[src/rtl/adc_arb_pkg.sv]
// Shared state encoding, default widths and pointer-width helper for the ADC request arbiter.
package adc_arb_pkg;

    typedef enum logic [1:0] {
        IDLE  = 2'd0,
        ISSUE = 2'd1,
        WAIT  = 2'd2,
        RESP  = 2'd3
    } arb_state_e;

    localparam int unsigned NUM_REQ_DEF     = 4;
    localparam int unsigned CH_W_DEF        = 3;
    localparam int unsigned DATA_W_DEF      = 12;
    localparam int unsigned TIMEOUT_CYC_DEF = 1024;

    // Width of a requester index; never narrower than one bit.
    function automatic int unsigned ptr_w(input int unsigned n);
        return (n > 1) ? $clog2(n) : 1;
    endfunction

endpackage

[src/rtl/adc_request_arbiter_if.sv]
// Requester and ADC-controller signal bundle of the ADC request arbiter.
interface adc_request_arbiter_if
    import adc_arb_pkg::*;
#(
    parameter int unsigned NUM_REQ = NUM_REQ_DEF,
    parameter int unsigned CH_W    = CH_W_DEF,
    parameter int unsigned DATA_W  = DATA_W_DEF
) ();

    logic [NUM_REQ-1:0]      req_valid;
    logic [NUM_REQ*CH_W-1:0] req_ch;
    logic [NUM_REQ-1:0]      req_ready;
    logic [NUM_REQ-1:0]      rsp_valid;
    logic [DATA_W-1:0]       rsp_data;
    logic                    rsp_err;
    logic                    adc_start;
    logic [CH_W-1:0]         adc_ch;
    logic                    adc_done;
    logic [DATA_W-1:0]       adc_data;
    logic                    busy;

    // Arbiter side.
    modport slave (
        input  req_valid, req_ch, adc_done, adc_data,
        output req_ready, rsp_valid, rsp_data, rsp_err, adc_start, adc_ch, busy
    );

    // Requesters plus ADC controller side.
    modport master (
        output req_valid, req_ch, adc_done, adc_data,
        input  req_ready, rsp_valid, rsp_data, rsp_err, adc_start, adc_ch, busy
    );

endinterface

[src/rtl/adc_request_arbiter_rr_arbiter.sv]
// Combinational round-robin picker: first requester after last_grant, wrapping.
module rr_arbiter
    import adc_arb_pkg::*;
#(
    parameter int unsigned NUM_REQ = NUM_REQ_DEF,
    parameter int unsigned PTR_W   = ptr_w(NUM_REQ)
) (
    input  logic [NUM_REQ-1:0] req,
    input  logic [PTR_W-1:0]   last_grant,
    output logic [NUM_REQ-1:0] grant_c,
    output logic [PTR_W-1:0]   grant_idx_c
);

    // Walk from farthest to nearest so the nearest hit after last_grant wins.
    always_comb begin
        int unsigned      cand;
        logic [PTR_W-1:0] cand_idx;
        cand        = 0;
        cand_idx    = '0;
        grant_c     = '0;
        grant_idx_c = '0;
        for (int unsigned k = NUM_REQ; k > 0; k--) begin
            cand     = (32'(last_grant) + k) % NUM_REQ;
            cand_idx = PTR_W'(cand);
            if (req[cand_idx]) begin
                grant_c           = '0;
                grant_c[cand_idx] = 1'b1;
                grant_idx_c       = cand_idx;
            end
        end
    end

endmodule

[src/rtl/adc_request_arbiter.sv]
// Shares one serial-ADC controller among NUM_REQ requesters, one conversion at a time.
// Optional WAIT watchdog enabled by defining ADC_ARB_TIMEOUT_EN.
module adc_request_arbiter
    import adc_arb_pkg::*;
#(
    parameter int unsigned NUM_REQ     = NUM_REQ_DEF,
    parameter int unsigned CH_W        = CH_W_DEF,
    parameter int unsigned DATA_W      = DATA_W_DEF,
    parameter int unsigned TIMEOUT_CYC = TIMEOUT_CYC_DEF
) (
    input logic                  clk_50,
    input logic                  reset_n,
    adc_request_arbiter_if.slave bus
);

    localparam int unsigned PTR_W = ptr_w(NUM_REQ);

    if (NUM_REQ < 2 || NUM_REQ > 8) begin : g_bad_num_req
        $error("adc_request_arbiter: NUM_REQ must be in 2..8");
    end
    if (TIMEOUT_CYC < 2) begin : g_bad_timeout
        $error("adc_request_arbiter: TIMEOUT_CYC must be at least 2");
    end

    arb_state_e          state_q, state_d;
    logic [PTR_W-1:0]    last_grant_q, last_grant_d;
    logic [PTR_W-1:0]    gid_q, gid_d;
    logic [CH_W-1:0]     gch_q, gch_d;
    logic [NUM_REQ-1:0]  grant_c;
    logic [PTR_W-1:0]    grant_idx_c;
    logic [NUM_REQ-1:0]  req_ready_c;
    logic [NUM_REQ-1:0]  rsp_valid_q, rsp_valid_d;
    logic [DATA_W-1:0]   rsp_data_q, rsp_data_d;
    logic                rsp_err_q, rsp_err_d;
    logic                adc_start_q, adc_start_d;
    logic                busy_q;
    logic                expire_c;

    rr_arbiter #(
        .NUM_REQ (NUM_REQ),
        .PTR_W   (PTR_W)
    ) u_rr (
        .req         (bus.req_valid),
        .last_grant  (last_grant_q),
        .grant_c     (grant_c),
        .grant_idx_c (grant_idx_c)
    );

`ifdef ADC_ARB_TIMEOUT_EN
    localparam int unsigned TO_W = $clog2(TIMEOUT_CYC);

    logic [TO_W-1:0] to_cnt_q;

    // Cleared while issuing so it reads zero on the first WAIT cycle.
    always_ff @(posedge clk_50 or negedge reset_n) begin
        if (!reset_n) begin
            to_cnt_q <= '0;
        end else if (state_q == ISSUE) begin
            to_cnt_q <= '0;
        end else if (state_q == WAIT) begin
            to_cnt_q <= to_cnt_q + TO_W'(1);
        end
    end

    assign expire_c = (state_q == WAIT) && (to_cnt_q == TO_W'(TIMEOUT_CYC - 1));
`else
    assign expire_c = 1'b0;
`endif

    // Next state and next register values; adc_done wins over expiry.
    always_comb begin
        state_d      = state_q;
        last_grant_d = last_grant_q;
        gid_d        = gid_q;
        gch_d        = gch_q;
        req_ready_c  = '0;
        adc_start_d  = 1'b0;
        rsp_valid_d  = '0;
        rsp_data_d   = rsp_data_q;
        rsp_err_d    = rsp_err_q;
        case (state_q)
            IDLE: begin
                if (reset_n && (|grant_c)) begin
                    req_ready_c = grant_c;
                    gid_d       = grant_idx_c;
                    gch_d       = bus.req_ch[32'(grant_idx_c) * CH_W +: CH_W];
                    adc_start_d = 1'b1;
                    state_d     = ISSUE;
                end
            end
            ISSUE: state_d = WAIT;
            WAIT: begin
                if (bus.adc_done) begin
                    rsp_data_d  = bus.adc_data;
                    rsp_err_d   = 1'b0;
                    rsp_valid_d = NUM_REQ'(1) << gid_q;
                    state_d     = RESP;
                end else if (expire_c) begin
                    rsp_data_d  = '0;
                    rsp_err_d   = 1'b1;
                    rsp_valid_d = NUM_REQ'(1) << gid_q;
                    state_d     = RESP;
                end
            end
            RESP: begin
                last_grant_d = gid_q;
                state_d      = IDLE;
            end
            default: state_d = IDLE;
        endcase
    end

    always_ff @(posedge clk_50 or negedge reset_n) begin
        if (!reset_n) begin
            state_q      <= IDLE;
            last_grant_q <= PTR_W'(NUM_REQ - 1);
            gid_q        <= '0;
            gch_q        <= '0;
            rsp_valid_q  <= '0;
            rsp_data_q   <= '0;
            rsp_err_q    <= 1'b0;
            adc_start_q  <= 1'b0;
            busy_q       <= 1'b0;
        end else begin
            state_q      <= state_d;
            last_grant_q <= last_grant_d;
            gid_q        <= gid_d;
            gch_q        <= gch_d;
            rsp_valid_q  <= rsp_valid_d;
            rsp_data_q   <= rsp_data_d;
            rsp_err_q    <= rsp_err_d;
            adc_start_q  <= adc_start_d;
            busy_q       <= (state_d != IDLE);
        end
    end

    assign bus.req_ready = req_ready_c;
    assign bus.rsp_valid = rsp_valid_q;
    assign bus.rsp_data  = rsp_data_q;
    assign bus.rsp_err   = rsp_err_q;
    assign bus.adc_start = adc_start_q;
    assign bus.adc_ch    = gch_q;
    assign bus.busy      = busy_q;

endmodule
[src/flat_wrapper.sv]
// flat-port wrapper written by rule: the top's interface ports become plain ports
module adc_request_arbiter_flat import adc_arb_pkg::*;
#(
    parameter int unsigned NUM_REQ     = NUM_REQ_DEF,
    parameter int unsigned CH_W        = CH_W_DEF,
    parameter int unsigned DATA_W      = DATA_W_DEF,
    parameter int unsigned TIMEOUT_CYC = TIMEOUT_CYC_DEF
)
  (clk_50, reset_n, bus_req_valid, bus_req_ch, bus_adc_done, bus_adc_data, bus_req_ready, bus_rsp_valid, bus_rsp_data, bus_rsp_err, bus_adc_start, bus_adc_ch, bus_busy);
  adc_request_arbiter_if #(.NUM_REQ(NUM_REQ), .CH_W(CH_W), .DATA_W(DATA_W)) bus_i ();
  input logic clk_50;
  input logic reset_n;
  input wire logic [$bits(bus_i.req_valid)-1:0] bus_req_valid;
  input wire logic [$bits(bus_i.req_ch)-1:0] bus_req_ch;
  input wire logic [$bits(bus_i.adc_done)-1:0] bus_adc_done;
  input wire logic [$bits(bus_i.adc_data)-1:0] bus_adc_data;
  output wire logic [$bits(bus_i.req_ready)-1:0] bus_req_ready;
  output wire logic [$bits(bus_i.rsp_valid)-1:0] bus_rsp_valid;
  output wire logic [$bits(bus_i.rsp_data)-1:0] bus_rsp_data;
  output wire logic [$bits(bus_i.rsp_err)-1:0] bus_rsp_err;
  output wire logic [$bits(bus_i.adc_start)-1:0] bus_adc_start;
  output wire logic [$bits(bus_i.adc_ch)-1:0] bus_adc_ch;
  output wire logic [$bits(bus_i.busy)-1:0] bus_busy;
  assign bus_i.req_valid = bus_req_valid;
  assign bus_i.req_ch = bus_req_ch;
  assign bus_i.adc_done = bus_adc_done;
  assign bus_i.adc_data = bus_adc_data;
  assign bus_req_ready = bus_i.req_ready;
  assign bus_rsp_valid = bus_i.rsp_valid;
  assign bus_rsp_data = bus_i.rsp_data;
  assign bus_rsp_err = bus_i.rsp_err;
  assign bus_adc_start = bus_i.adc_start;
  assign bus_adc_ch = bus_i.adc_ch;
  assign bus_busy = bus_i.busy;
  adc_request_arbiter #(.NUM_REQ(NUM_REQ), .CH_W(CH_W), .DATA_W(DATA_W), .TIMEOUT_CYC(TIMEOUT_CYC)) u_core (.clk_50(clk_50), .reset_n(reset_n), .bus(bus_i));
endmodule
[config.mk]
export PLATFORM = sky130hd
export DESIGN_NAME = adc_request_arbiter_flat
export DESIGN_NICKNAME = d
export VERILOG_FILES = /design/src/rtl/adc_arb_pkg.sv /design/src/rtl/adc_request_arbiter_if.sv /design/src/rtl/adc_request_arbiter_rr_arbiter.sv /design/src/rtl/adc_request_arbiter.sv /design/src/flat_wrapper.sv
export SDC_FILE = /design/constraint.sdc
export NUM_CORES = 1
export LEC_CHECK = 0
export ABC_AREA = 1
export BUFFER_PORTS_ARGS = -buffer_cell sky130_fd_sc_hd__buf_4
export CORE_MARGIN = 3
export CORE_UTILIZATION = 50
export DETAILED_ROUTE_END_ITERATION = 10
export GPL_TIMING_DRIVEN = 1
export HOLD_SLACK_MARGIN = 0.03
export PLACE_DENSITY = 0.82
export REMOVE_ABC_BUFFERS = 1
export SKIP_LAST_GASP = 1
export SYNTH_ARGS = -nofsm -noshare
export SYNTH_HDL_FRONTEND = slang
export SYNTH_HIERARCHICAL = 1
export SYNTH_SLANG_ARGS = --single-unit
export TNS_END_PERCENT = 10
[constraint.sdc]
create_clock -name clk_50 -period 3.45 [get_ports clk_50]
set_clock_uncertainty 0.1 [all_clocks]
set_input_delay 0.1725 -clock clk_50 [delete_from_list [all_inputs] [get_ports clk_50]]
set_output_delay 0.1725 -clock clk_50 [all_outputs]
set_load 0.02 [all_outputs]
* After elaboration in Yosys (flattened, before gate mapping)
Cells that the tools add are included.
** Word-level totals
- Bits in read-only memories :: 0
- Memory bits (writable) :: 0
- Memories :: 0
- Bits in latches :: 0
- Output and inout port bits :: 26
- Word-level logic and storage cells :: 69
- Flip-flop bits (word level) :: 27
- Input port bits :: 31
** Cells by class
- Mux-type cells :: 33
- Equal/unequal tests :: 3
- Bitwise operators :: 0
- Divide/modulo/power cells :: 0
- Multiply operators :: 1
- $lt $le $gt $ge :: 8
- Shift operators :: 2
- $add $sub $neg :: 4
- Reductions and logical operators :: 10
** Operator list (count)
- $mux W4 :: 8
- $lt A2 B3 Y1 const B :: 4
- $mux W2 :: 6
- $shiftx A12 B5 Y3 :: 1
- $mux W1 :: 10
- $bmux W1 S2 :: 4
- $demux W1 S2 :: 4
- $ge A2 B1 Y1 const B :: 4
- $pmux W2 S4 :: 1
- $logic_and A1 B1 Y1 :: 5
- $add A2 B1 Y2 const B :: 2
- $add A2 B2 Y2 const B :: 2
- $eq A2 B2 Y1 const B :: 2
- $mul A2 B2 Y4 const B :: 1
- $reduce_and A2 Y1 :: 2
- $reduce_or A4 Y1 :: 1
- $shl A1 B2 Y4 const A :: 1
- $eq A2 B1 Y1 const B :: 1
- $logic_not A2 Y1 :: 1
- $reduce_bool A2 Y1 :: 1

* Longest topological paths before layout
Gate-level depths: netlist of the first run.
- Depth after elaboration :: 14
- Depth in mapped cells :: 17
- Mapped depth without buffers :: 16

* Cells and area by module
The synthesis of the first run kept the hierarchy.
** Modules (own cells, without submodules)
- adc_request_arbiter :: cells an instance 130, instances 1, seq. area each 678.2 µm², area an instance 1248.7 µm²
- rr_arbiter :: cells an instance 85, instances 1, seq. area each 0.0 µm², area an instance 455.4 µm²

* Least setup slack after synthesis of the first run
No wires, ideal clock.
- Path kind :: reg2out
- Start :: register u_core.last_grant_q[0]
- End :: output bus_req_ready[0]
- Stages on the path, launching flop included :: 16
- Setup slack :: 841 ps
- Buffers on the path :: 1
- Arrival time :: 2336 ps
- Data required time :: 3178 ps
- Cells stage by stage :: dfstp_2 > inv_2 > ha_1 > inv_1 > nand3_1 > nand2_2 > nor2_2 > nand2_1 > nand3_1 > nand2_1 > inv_1 > nor2_1 > nand2_1 > nand3_1 > buf_4 > nor2_1
** On the way
- Longest elaborated chain between the ends :: 13
- Elaborated cells on any way between the ends :: 40
- Those cells by class :: add/sub: 4; order compare: 8; mux: 22; reduce/logical: 6
** RTL lines
- from (decl) :: line adc_request_arbiter.sv:26 : logic [PTR_W-1:0] last_grant_q, last_grant_d;
- from (signal assigned) :: line adc_request_arbiter.sv:116 : last_grant_q <= PTR_W'(NUM_REQ - 1);
- from (signal assigned) :: line adc_request_arbiter.sv:126 : last_grant_q <= last_grant_d;
- $add A2 B1 Y2 :: line adc_request_arbiter_rr_arbiter.sv:23 : cand = (32'(last_grant) + k) % NUM_REQ;
- $lt A2 B3 Y1 (not written as such) or $ge A2 B1 Y1 (tied branches) :: line adc_request_arbiter_rr_arbiter.sv:27 : grant_c[cand_idx] = 1'b1;
- $logic_and A1 B1 Y1 (not written as such) :: line adc_request_arbiter_rr_arbiter.sv:27
- $mux W1 (not written as such) :: line adc_request_arbiter_rr_arbiter.sv:27
- $demux W1 S2 :: line adc_request_arbiter_rr_arbiter.sv:27
- $mux W4 (3 in series) :: line adc_request_arbiter_rr_arbiter.sv:25 : if (req[cand_idx]) begin
- $mux W4 * :: line adc_request_arbiter_rr_arbiter.sv:25
- net u_core.grant_c[0] :: line adc_request_arbiter.sv:29 : logic [NUM_REQ-1:0] grant_c;
- $reduce_or A4 Y1 :: line adc_request_arbiter.sv:83 : if (reset_n && (|grant_c)) begin
- $logic_and A1 B1 Y1 :: line adc_request_arbiter.sv:83
- $mux W4 * :: line adc_request_arbiter.sv:83
- $mux W4 * :: line adc_request_arbiter.sv:81 : case (state_q)
- to (decl) :: line flat_wrapper.sv:17 : output wire logic [$bits(bus_i.req_ready)-1:0] bus_req_ready;
The timed path passes the listed nets; every way through them passes the cells marked *. The select of a mux whose other input is x is not followed.

* Final worst setup path of the first run
- Start :: register u_core.last_grant_q[1]
- End :: output bus_req_ready[1]
Same word-level chain as after synthesis.

==> results of run 1 <==
repair_timing:
action / 4_1_cts / 5_1_grt
setup endpoints to repair: 0 / 4
setup buffers: 0 / 2
gates resized for setup: 0 / 1
hold endpoints to repair: 39 / 0
hold buffers: 13 / 0
metrics by stage:
stage                     setup TNS, ns  std cells  worst slack [ns]
after floorplan                       0        211            0.7866
after global placement                0        310            0.6387
after detailed placement              0        310            0.5351
after CTS                             0        327            0.1533
after global routing            -0.1912        329          -0.05346
final                                 0        329            0.2222
cell usage in the layout (no fill, tap or decap), types with 2 or more instances in the layout:
| cell type | count |
|---|---|
| nand2_1 | 61 |
| buf_4 | 57 |
| inv_1 | 35 |
| dfrtp_1 | 25 |
| nor2_1 | 17 |
| nand3_1 | 17 |
| dlygate4sd3_1 | 13 |
| ha_1 | 9 |
| mux2_2 | 7 |
| a21oi_1 | 6 |
| mux2_4 | 5 |
| nor3_1 | 4 |
| nand2_2 | 4 |
| clkbuf_4 | 3 |
| nand2_4 | 3 |
| nand3_2 | 3 |
| dfstp_2 | 2 |
| inv_2 | 2 |
| nand4_1 | 2 |
worst max-delay path: stages (launching register included):
cell and delay, ns:
dfstp_2 0.66, inv_1 0.13, ha_1 0.39, inv_1 0.11
nand3_1 0.10, nand2_2 0.08, nand2_1 0.11, clkinv_1 0.12
nand2_1 0.08, nand3_1 0.06, nand2_1 0.06, inv_1 0.05
nor2_1 0.16, nand2_1 0.09, nand3_2 0.19, nor2_1 0.07
buf_4 0.16
cell families after synthesis:
family                   Yosys count  share of synthesized area (%)
AND/OR/NAND/NOR                  116                          31.57
buffers and inverters             42                          10.21
flip-flops                        27                          39.79
multiplexers                      12                          9.031
adder cells (fa/ha/maj)            9                          6.608
AO/OA/AOI/OAI                      8                          2.570
other                              1                         0.2201
path summary, 6_finish.rpt:
path	startpoint	end	cells after the start
worst min register to register	u_core/gid_q[1]$_DFFE_PN0P_	u_core/bus.rsp_valid[0]$_DFF_PN0_	1
min in group asynchronous	reset_n	u_core/bus.rsp_valid[0]$_DFF_PN0_	2
worst max register to register	u_core/last_grant_q[1]$_DFFE_PN1N_	u_core/bus.busy$_DFF_PN0_	15
max in group asynchronous	reset_n	u_core/last_grant_q[0]$_DFFE_PN1N_	2
worst min-delay path	bus_req_ch[1]	u_core/bus.adc_ch[1]$_DFFE_PN0P_	7
worst max-delay path	u_core/last_grant_q[1]$_DFFE_PN1N_	bus_req_ready[1]	16
power groups by stage:
| stage | combinational, uW | clock (uW) | sequential [uW] |
|---|---|---|---|
| finish | 1670 | 139 | 579 |
| global route | 1880 | 158 | 599 |
| CTS | 1620 | 140 | 578 |
| detailed placement | 1600 | 0 | 585 |
| global placement | 1580 | 0 | 576 |
| floorplan | 1040 | 0 | 698 |
state kept, by name, summed over array words and instances (netlist names):
signal                flops
u_core/bus.rsp_data      12
u_core/bus.rsp_valid      4
u_core/bus.adc_ch         3
u_core/gid_q              2
u_core/last_grant_q       2
u_core/state_q            2
u_core/bus.adc_start      1
u_core/bus.busy           1
layer usage:
| metal | GRT usage [%] | wire [um] | vias up |
|---|---|---|---|
| met1 | 27.28 | 1687 | 689 |
| met4 | 3.958 | 13 | 0 |
| met5 | 0 | 0 | - |
| li1 | - | - | 804 |
| met3 | 5.975 | 270 | 2 |
| met2 | 35.82 | 2115 | 46 |
final cells by class:
type / count / area, um2 / share of cell area (%)
Timing Repair Buffer: 70 / 558.0 / 24.08
Clock buffer: 4 / 26.28 / 1.134
Multi-Input combinational cell: 146 / 857.1 / 36.99
Inverter: 38 / 142.6 / 6.156
Sequential cell: 27 / 678.2 / 29.27
Tap cell: 44 / 55.05 / 2.376
==> metrics.md, run 1 <==
| Metric | Value |
|---|---|
| Status | completed |
| CTS tree | yes |
| Final-stage net count | 326 |
| Post-Syn Area | 1704 um2 |
| Leakage | 0.001316 uW |
| Most common cell in the netlist | nand2_1 |
| Share of cells above drive strength 1 | 31.23% |
| Core ar. | 3153 um2 |
| Die ar. | 4145 um2 |
| Antenna violations before repair | 0 |
| Startpoint types | flip-flop |
| Power Total | 2386 uW |
| CTS Buffer Depth | 2 |
| Io pins | 57 |
| Vias per std cell | 4.684 |
| Area post-placement | 2141 um2 |
| Row Count | 20 |
| Switch share | 50.70% |
| Worst reg-to-reg setup slack | 0.73 ns |
| Net Sw Power | 1210 uW |
| Initial detailed-routing violation count | 132 |
| Post-synthesis sequential area ratio | 39.79% |
| Largest net degree at the start of global routing | 30 |
| Vias in the first global route | 1463 |
| Clk slew on worst S/H paths | 0.14 ns |
| Ys async rst share | 100.0% |
| Via Count | 1541 |
| Fin Hold WS | 0.1219 ns |
| F_max | 309.8 MHz |
| Pwr dens | 1030 nW/um2 |
| Clock sink count | 27 |
| Die span in x | 64.38 um |
| Root Driver | clkbuf_4 |
| Final ANT Viol Nets | 0 |
| Clock Latency Late Sink | 0.33 ns |
| Hold Path Class | primary input to flip-flop |
| Post-synth top area share | 36.71% |
| Max Slew Vio Count | 0 |
| Cell variety after synth | 28 |
| Drt first pass iters | 4 |
| H-tree Lvls | 1 |
| Power share of the clock group | 5.8% |
| Synthesized flop and latch total | 27 |
| Crit Path Class | flip-flop to primary output |
| Max Cap Violations | 0 |
| Detailed-route DRC error count | 0 |
| # fillers | 258 |
| Die H | 64.38 um |
| Number of flops mapped to enable cells by yosys | 0 |
| Total track usage | 21.23% |
| CP Capture Type | primary output |
| Minimum clock period | 3.228 ns |
| Final Hold Vio Count | 0 |
| Ant diodes | 0 |
| Int Power | 1176 uW |
| Fin area | 2317 um2 |
| CP Data Required Time | 3.18 ns |
| Main synth FF type | dfrtp_1 |
| Port bufs | 55 |
| Sequential Power Share | 24.3% |
| WP data arrival | 2.96 ns |
| Most instantiated cells after synthesis | nand2_1, inv_1, dfrtp_1, nand3_1, nor2_1 |
| Congestion Overflow GR | 0 |
| Final wirelength | 4087 um |
| Routability Congestion | 0.8866 |
| Final period util | 93.56% |
| Post-layout util | 73.49% |
| Mapped Cells | 215 |
| Endpoints failing setup | 0 |
| CTS Buf Count | 3 |
| Synth Warn # | 6 |
| Yosys top cell by area | dfrtp_1 |
| Syn Area/Cell | 7.926 um2 |
| Worst vdd ir | 0.0005456 V |
| Main area contributors after synthesis | dfrtp_1, nand2_1, inv_1, ha_1, nand3_1 |
| First-pass GRT wire length | 6865 um |
| Post-DP HPWL | 2832 um |
| Logic pwr share | 69.9% |
| Max Fanout on Critical Path | 11 |
| Initial Utilization | 54.05% |
| WL/cell | 12.42 um |
| Area grow syn2layout | 35.98% |
No activity file was read; power rests on OpenSTA's default activity.
==> run 2: changes to the inputs <==
- CORE_UTILIZATION: 50 -> 52
- CTS_BUF_LIST: not set -> sky130_fd_sc_hd__clkbuf_4 sky130_fd_sc_hd__clkbuf_8
- GPL_ROUTABILITY_DRIVEN: not set -> 0
- PLACE_DENSITY: 0.82 -> 0.85
==> run 2 against run 1 <==
Design area increased by 1.5%; flip-flop and latch count unchanged; fmax increased by 0.85%; critical endpoint unchanged; largest cell class unchanged; largest power group unchanged; highest routed layer unchanged.
==> metrics.md, run 2 (synthesis gave the netlist of run 1 again) <==
| Metric | Value |
|---|---|
| Critical Path Slowest Stage Cell | dfstp_2 |
| Die ar. | 4000 um2 (-3.5%) |
| CTS tree | yes |
| Ant diodes | 0 (unchanged) |
| Post-layout util | 76.38% (+2.9 points) |
| Die H | 63.25 um (-1.8%) |
| Critical path destination | bus_req_ready[1] |
| Antenna violations before repair | 0 (unchanged) |
| H-tree Lvls | 1 (unchanged) |
| Final wirelength | 4305 um (+5.3%) |
| Final-stage net count | 330 (+1.2%) |
| Total track usage | 21.42% (+0.19 points) |
| Vias in the first global route | 1535 (+4.9%) |
| Clock Latency Late Sink | 0.32 ns (about the same) |
| TNS Setup | 0 ns (unchanged) |
| Reg2Reg Depth | 15 (unchanged) |
| Io pins | 57 (unchanged) |
| Sequential cell area | 678.2 um2 (unchanged) |
| Initial Utilization | 55.37% (+1.3 points) |
| FF-to-FF Start | u_core/last_grant_q[0]$_DFFE_PN1N_ |
| Clk slew on worst S/H paths | 0.13 ns (about the same) |
| Hold Path Class | primary input to flip-flop |
| Final period util | 92.77% (-0.79 points) |
| Worst vdd ir | 0.0005862 V (+7.4%) |
| Minimum clock period | 3.200 ns (-0.02736 ns) |
| Largest stage delay, worst path | 0.63 ns (-0.03 ns) |
| Initial detailed-routing violation count | 173 (+31%) |
| Max Fanout on Critical Path | 11 (unchanged) |
| CTS Buffer Depth | 2 (unchanged) |
| R2r endpoint | u_core/bus.busy$_DFF_PN0_ |
| Post-DP HPWL | 2779 um (-1.9%) |
| Congestion Overflow GR | 0 (unchanged) |
| Clock sink count | 27 (unchanged) |
| Root Driver | clkbuf_4 |
| Core ar. | 3078 um2 (-2.4%) |
| DP Worst Slack | 0.5076 ns (-0.02746 ns) |
| Max Slew Vio Count | 0 (unchanged) |
| Pwr dens | 1052 nW/um2 (+2.2%) |
| Port bufs | 55 (unchanged) |
| Largest net degree at the start of global routing | 30 (unchanged) |
| WL/cell | 12.93 um (+4.1%) |
| Crit Path Class | flip-flop to primary output |
| Final ANT Viol Nets | 0 (unchanged) |
| CP Data Required Time | 3.18 ns (about the same) |
| Unrepaired setup endpoints after global routing | no |
| Final worst slack | 0.2496 ns (+0.02736 ns) |
| CP cell instances | inv_2 -> ha_1 -> inv_1 -> nand3_1 -> nand2_2 -> nand2_1 -> clkinv_1 -> nand2_1 -> nand3_1 -> nand2_1 -> inv_1 -> nor2_1 -> nand2_1 -> nand3_2 -> nor2_1 -> buf_4 |
| Critical path origin | u_core/last_grant_q[0]$_DFFE_PN1N_ |
| First-pass GRT wire length | 6782 um (-1.2%) |
| Leakage | 0.001338 uW (+1.7%) |
| WP data arrival | 2.93 ns (-0.03 ns) |
| Drt first pass iters | 5 (+1) |
| # fillers | 223 (-14%) |
| Row Count | 20 (unchanged) |
| CP most frequent cell | nand2_1 |
| F_max | 312.5 MHz (+0.85%) |
| Area of the multi-input gates | 857.1 um2 (unchanged) |
| Worst reg-to-reg setup slack | 0.75 ns (+0.02 ns) |
| Largest register FFs | 12 (unchanged) |
| Die span in x | 63.25 um (-1.8%) |
| CP Capture Type | primary output |
| Detailed-route DRC error count | 0 (unchanged) |
| Share of cells above drive strength 1 | 32.53% (+1.3 points) |
| Vias per std cell | 5.030 (+7.4%) |
| Endpoints failing setup | 0 (unchanged) |
| Max Cap Violations | 0 (unchanged) |
| Area grow syn2layout | 37.96% |
| Most frequent cells in the layout | buf_4, nand2_1, inv_1, dfrtp_1 |
| CTS Buf Count | 3 (unchanged) |
| Via Count | 1675 (+8.7%) |
| Final Hold Vio Count | 0 (unchanged) |
| Status | completed |
| Power Total | 2473 uW (+3.7%) |
| Startpoint types | flip-flop |
run 2: changes by cell type in the layout (fill, tap and decap cells not counted), sizes merged:
cell,change
buf,+4
run 2: how the worst min path moves through the flow:
stage | cells after the start | slack, ns | end | from
after floorplan | 0 | -0.22 | u_core/bus.adc_ch[0]$_DFFE_PN0P_ | reset_n
after global placement | 1 | 0.003 | u_core/bus.rsp_data[9]$_DFFE_PN0P_ | reset_n
after detailed placement | 1 | 0.004 | u_core/bus.rsp_data[9]$_DFFE_PN0P_ | reset_n
after CTS | 7 | 0.13 | u_core/bus.adc_ch[1]$_DFFE_PN0P_ | bus_req_ch[7]
after global routing | 7 | 0.16 | u_core/bus.adc_ch[0]$_DFFE_PN0P_ | bus_req_ch[6]
final | 7 | 0.13 | u_core/bus.adc_ch[1]$_DFFE_PN0P_ | bus_req_ch[7]
run 2: repair_timing:
action | 4_1_cts | 5_1_grt
endpoints found under the setup margin | 0 | 4
endpoints found under the hold margin | 39 | 0
hold buffers | 13 | 0
resized for setup | 0 | 1
buffers inserted | 0 | 6
run 2: metrics by stage:
stage	instance area, um2	cells	hold slack (ns)
4_1_cts	2301	327	0.1275
3_5_place_dp	2141	310	0.004118
5_1_grt	2351	333	0.1584
6_report	2351	333	0.1289
2_1_floorplan	1673	211	-0.2231
3_3_place_gp	2141	310	0.003447
run 2: where the power goes:
| part | leakage, uW | internal, uW | total, uW | switching, uW |
|---|---|---|---|---|
| logic | 0.000991 | 690 | 1760 | 1070 |
| clock network | 0.0000184 | 53.2 | 140 | 86.6 |
| registers | 0.000329 | 471 | 578 | 107 |
| total | 0.00134 | 1210 | 2470 | 1260 |
run 2: worst max-delay path, delay by kind of cell (launching register included):
kind / cells / cell delay [ns]
fa+ha+maj: 1 / 0.39
simple gates: 10 / 1.03
flops: 1 / 0.63
buf+inv: 5 / 0.55
run 2: layout make-up:
class,count,share of cell area [%]
sequential,27,28.85
timing repair buffer,74,25.01
multi-input combinational,146,36.46
tap,44,2.342
inverter,38,6.067
clock buffer,4,1.277
run 2: metal layers:
metal  wire, um  vias up  global-route usage [%]
met1       1722      763                   26.67
met2       2140       86                   37.02
met3        313       21                   4.278
met5          0        -                       0
li1           -      805                       -
met4        129        0                   7.278
==> run 3: changes to the inputs <==
- CTS_CLUSTER_SIZE: not set -> 8
- SYNTH_HIERARCHICAL: 1 -> not set
==> run 3 against run 2 <==
Largest power group unchanged; count of clock-buffer cells in the layout unchanged; synthesized cell count fell by 2.8%; die area decreased by 2.2%; worst setup slack improved by 0.14 ns; critical endpoint unchanged; wire length shrank 4.5%; fmax grew 4.4%; flip-flop and latch count did not move; global-route usage shrank 0.085 points; area after synthesis is 2.4% lower; register-to-register slack improved by 0.05 ns; design area fell by 3.6%; final cell count fell by 3.9%.
==> metrics.md, run 3 <==
| Metric | Value |
|---|---|
| Vias per std cell | 4.859 (-3.4%) |
| Clock sink count | 27 (unchanged) |
| Resize count post-CTS | 0 (unchanged) |
| Die span in x | 62.55 um (-1.1%) |
| Minimum clock period | 3.065 ns (-0.1351 ns) |
| Hold Path Class | primary input to asynchronous set/reset pin |
| Startpoint types | flip-flop |
| Post-Syn Area | 1663 um2 (-2.4%) |
| Final period util | 88.85% (-3.9 points) |
| Post-DP HPWL | 2896 um (+4.2%) |
| Post-synthesis sequential area ratio | 40.78% (+0.99 points) |
| Largest register FFs | 12 (unchanged) |
| Crit Path Class | flip-flop to primary output |
| Initial detailed-routing violation count | 94 (-46%) |
| Die H | 62.55 um (-1.1%) |
| Antenna violations before repair | 0 (unchanged) |
| CTS tree | yes |
| Synthesized flop and latch total | 27 (unchanged) |
| Area grow syn2layout | 36.27% |
| Final wirelength | 4110 um (-4.5%) |
| Worst Max-Slew Pin Slew | 0.8357 ns |
| Fin Hold WS | 0.1770 ns (+0.04811 ns) |
| Final Hold Vio Count | 0 (unchanged) |
| Yosys top cell by area | dfrtp_1 |
| Total track usage | 21.34% (-0.085 points) |
| Detailed-route DRC error count | 0 (unchanged) |
| Pwr dens | 944.8 nW/um2 (-10%) |
| Max Cap Violations | 0 (unchanged) |
| First-pass GRT wire length | 6775 um (-0.10%) |
| Ant diodes | 0 (unchanged) |
| Max Slew Vio Count | 0 (unchanged) |
| CTS Buffer Depth | 2 (unchanged) |
| Cell variety after synth | 23 (-18%) |
| Final ANT Viol Nets | 0 (unchanged) |
| Status | completed |
| WL/cell | 12.84 um (-0.65%) |
| Row Count | 19 (-5.0%) |
| Clock Latency Late Sink | 0.32 ns (about the same) |
| Via Count | 1555 (-7.2%) |
| Vias in the first global route | 1513 (-1.4%) |
| Most common cell in the netlist | nand2_1 |
| Largest net degree at the start of global routing | 29 (-3.3%) |
| Initial Utilization | 57.33% (+2.0 points) |
| H-tree Lvls | 1 (unchanged) |
| Worst vdd ir | 0.0006167 V (+5.2%) |
| F_max | 326.2 MHz (+4.4%) |
| Clk slew on worst S/H paths | 0.14 ns (about the same) |
| Final-stage net count | 318 (-3.6%) |
| Syn Area/Cell | 7.956 um2 (+0.38%) |
| Drt first pass iters | 4 (-1) |
| Ys async rst share | 100.0% (unchanged) |
| # fillers | 205 (-8.1%) |
| Main synth FF type | dfrtp_1 |
| Number of flops mapped to enable cells by yosys | 0 (unchanged) |
| Core ar. | 2900 um2 (-5.8%) |
| CP Capture Type | primary output |
| CP Data Required Time | 3.18 ns (about the same) |
| Max_slew headroom | 44.12% |
| CTS Buf Count | 3 (unchanged) |
| Unrepaired setup endpoints after global routing | no |
| Most instantiated cells after synthesis | nand2_1, nand3_1, inv_1, dfrtp_1, mux2_2 |
| Main area contributors after synthesis | dfrtp_1, nand2_1, nand3_1, mux2_2, inv_1 |
| Port bufs | 55 (unchanged) |
| Io pins | 57 (unchanged) |
| Endpoints failing setup | 0 (unchanged) |
| Die ar. | 3913 um2 (-2.2%) |
| Synth Warn # | 0 (-6) |
| TNS Setup | 0 ns (unchanged) |
| Leakage | 0.001249 uW (-6.7%) |
| Post-synth top area share | 37.62% (+0.91 points) |
| Post-CTS setup buffer count | 0 (unchanged) |
| Most frequent cells in the layout | nand2_1, buf_4, nand3_1, inv_1, dfrtp_1 |
| Mapped Cells | 209 (-2.8%) |
| Congestion Overflow GR | 0 (unchanged) |
| Max Fanout on Critical Path | 12 (+1) |
| Share of cells above drive strength 1 | 34.17% (+1.6 points) |
| WP data arrival | 2.79 ns (-0.14 ns) |
| Commonest non-fill, non-tap cell in the layout | nand2_1 |
| Root Driver | clkbuf_4 |
| Reg2Reg Depth | 13 (-2) |
## run 3: cell types whose count changed after synthesis, sizes merged
cell,delta
nand4,-2
nand2,-2
clkbuf,+1
inv,-5
ha,-1
o21ai,+2
nor2,-7
a21oi,-3
buf,-2
nand3,+13
## run 3: layout make-up
| type | count | area, um2 | area share (%) |
|---|---|---|---|
| Clock buffer | 4 | 30.03 | 1.325 |
| Multi-Input combinational cell | 146 | 838.3 | 37.00 |
| Sequential cell | 27 | 678.2 | 29.93 |
| Timing Repair Buffer | 68 | 543.0 | 23.96 |
| Inverter | 33 | 123.9 | 5.467 |
| Tap cell | 42 | 52.55 | 2.319 |
## run 3: cells by family (layout without fill, tap and decap cells)
logic type      Yosys count  in the layout  synth area share, %
other cells               1              1               0.2255
mux                      12             12                8.126
compound gates            7              7                2.107
simple gates            118            118                33.94
buf+inv                  36            105                8.804
fa+ha+maj                 8              8                6.020
flops                    27             27                40.78
## run 3: final timing paths
path | slack (ns) | endpoint | start
worst max-delay path | 0.38 | bus_req_ready[1] | u_core.last_grant_q[0]$_DFFE_PN1N_
worst min-delay path | 0.18 | u_core.bus.rsp_data[4]$_DFFE_PN0P_ | reset_n
worst max register to register | 0.80 | u_core.bus.adc_ch[1]$_DFFE_PN0P_ | u_core.last_grant_q[0]$_DFFE_PN1N_
worst min register to register | 0.40 | u_core.bus.rsp_valid[1]$_DFF_PN0_ | u_core.gid_q[1]$_DFFE_PN0P_
max in group asynchronous | 2.78 | u_core.last_grant_q[0]$_DFFE_PN1N_ | reset_n
min in group clk_50 | 0.18 | u_core.bus.adc_ch[2]$_DFFE_PN0P_ | bus_req_ch[11]
## run 3: timing repair
item | CTS | global route
hold endpoints to repair | 39 | 0
endpoints found under the setup margin | 0 | 0
hold buffers | 13 | 0
## run 3: per-stage QoR
step                total power, uW  util [%]  cells  setup WS [ns]  instance area (um2)
floorplan                      1541         -    206         0.9448                 1640
global placement               1928     72.61    303         0.8684                 2106
detailed placement             1958     72.61    303         0.7711                 2106
CTS                            2113     78.13    320         0.3949                 2266
global route                   2332     78.13    320        0.07317                 2266
finish                         2141     78.13    320         0.3847                 2266
## run 3: power breakdown
group / internal (uW) / total [uW] / switching [uW]
clock network: 53.1 / 143 / 89.4
logic: 540 / 1430 / 889
registers: 464 / 569 / 105
total: 1060 / 2140 / 1080
## run 3: critical path, stage by stage (launching register included)
cell	delay, ns
dfstp_2	0.66
inv_2	0.13
ha_1	0.39
inv_2	0.06
nand3_1	0.14
nand2_2	0.11
nor2_1	0.14
nand2_1	0.07
nand3_1	0.08
nand2_1	0.07
nand2_1	0.08
inv_2	0.04
nand2_4	0.09
nand2_4	0.11
nor2_2	0.13
buf_4	0.15
## run 3: routing by layer
layer  part of all wire (%)  GRT usage, %
met5                      0             0
met4                    1.4         4.132
met3                    5.4         4.137
met2                     52         37.42
met1                     41         27.33
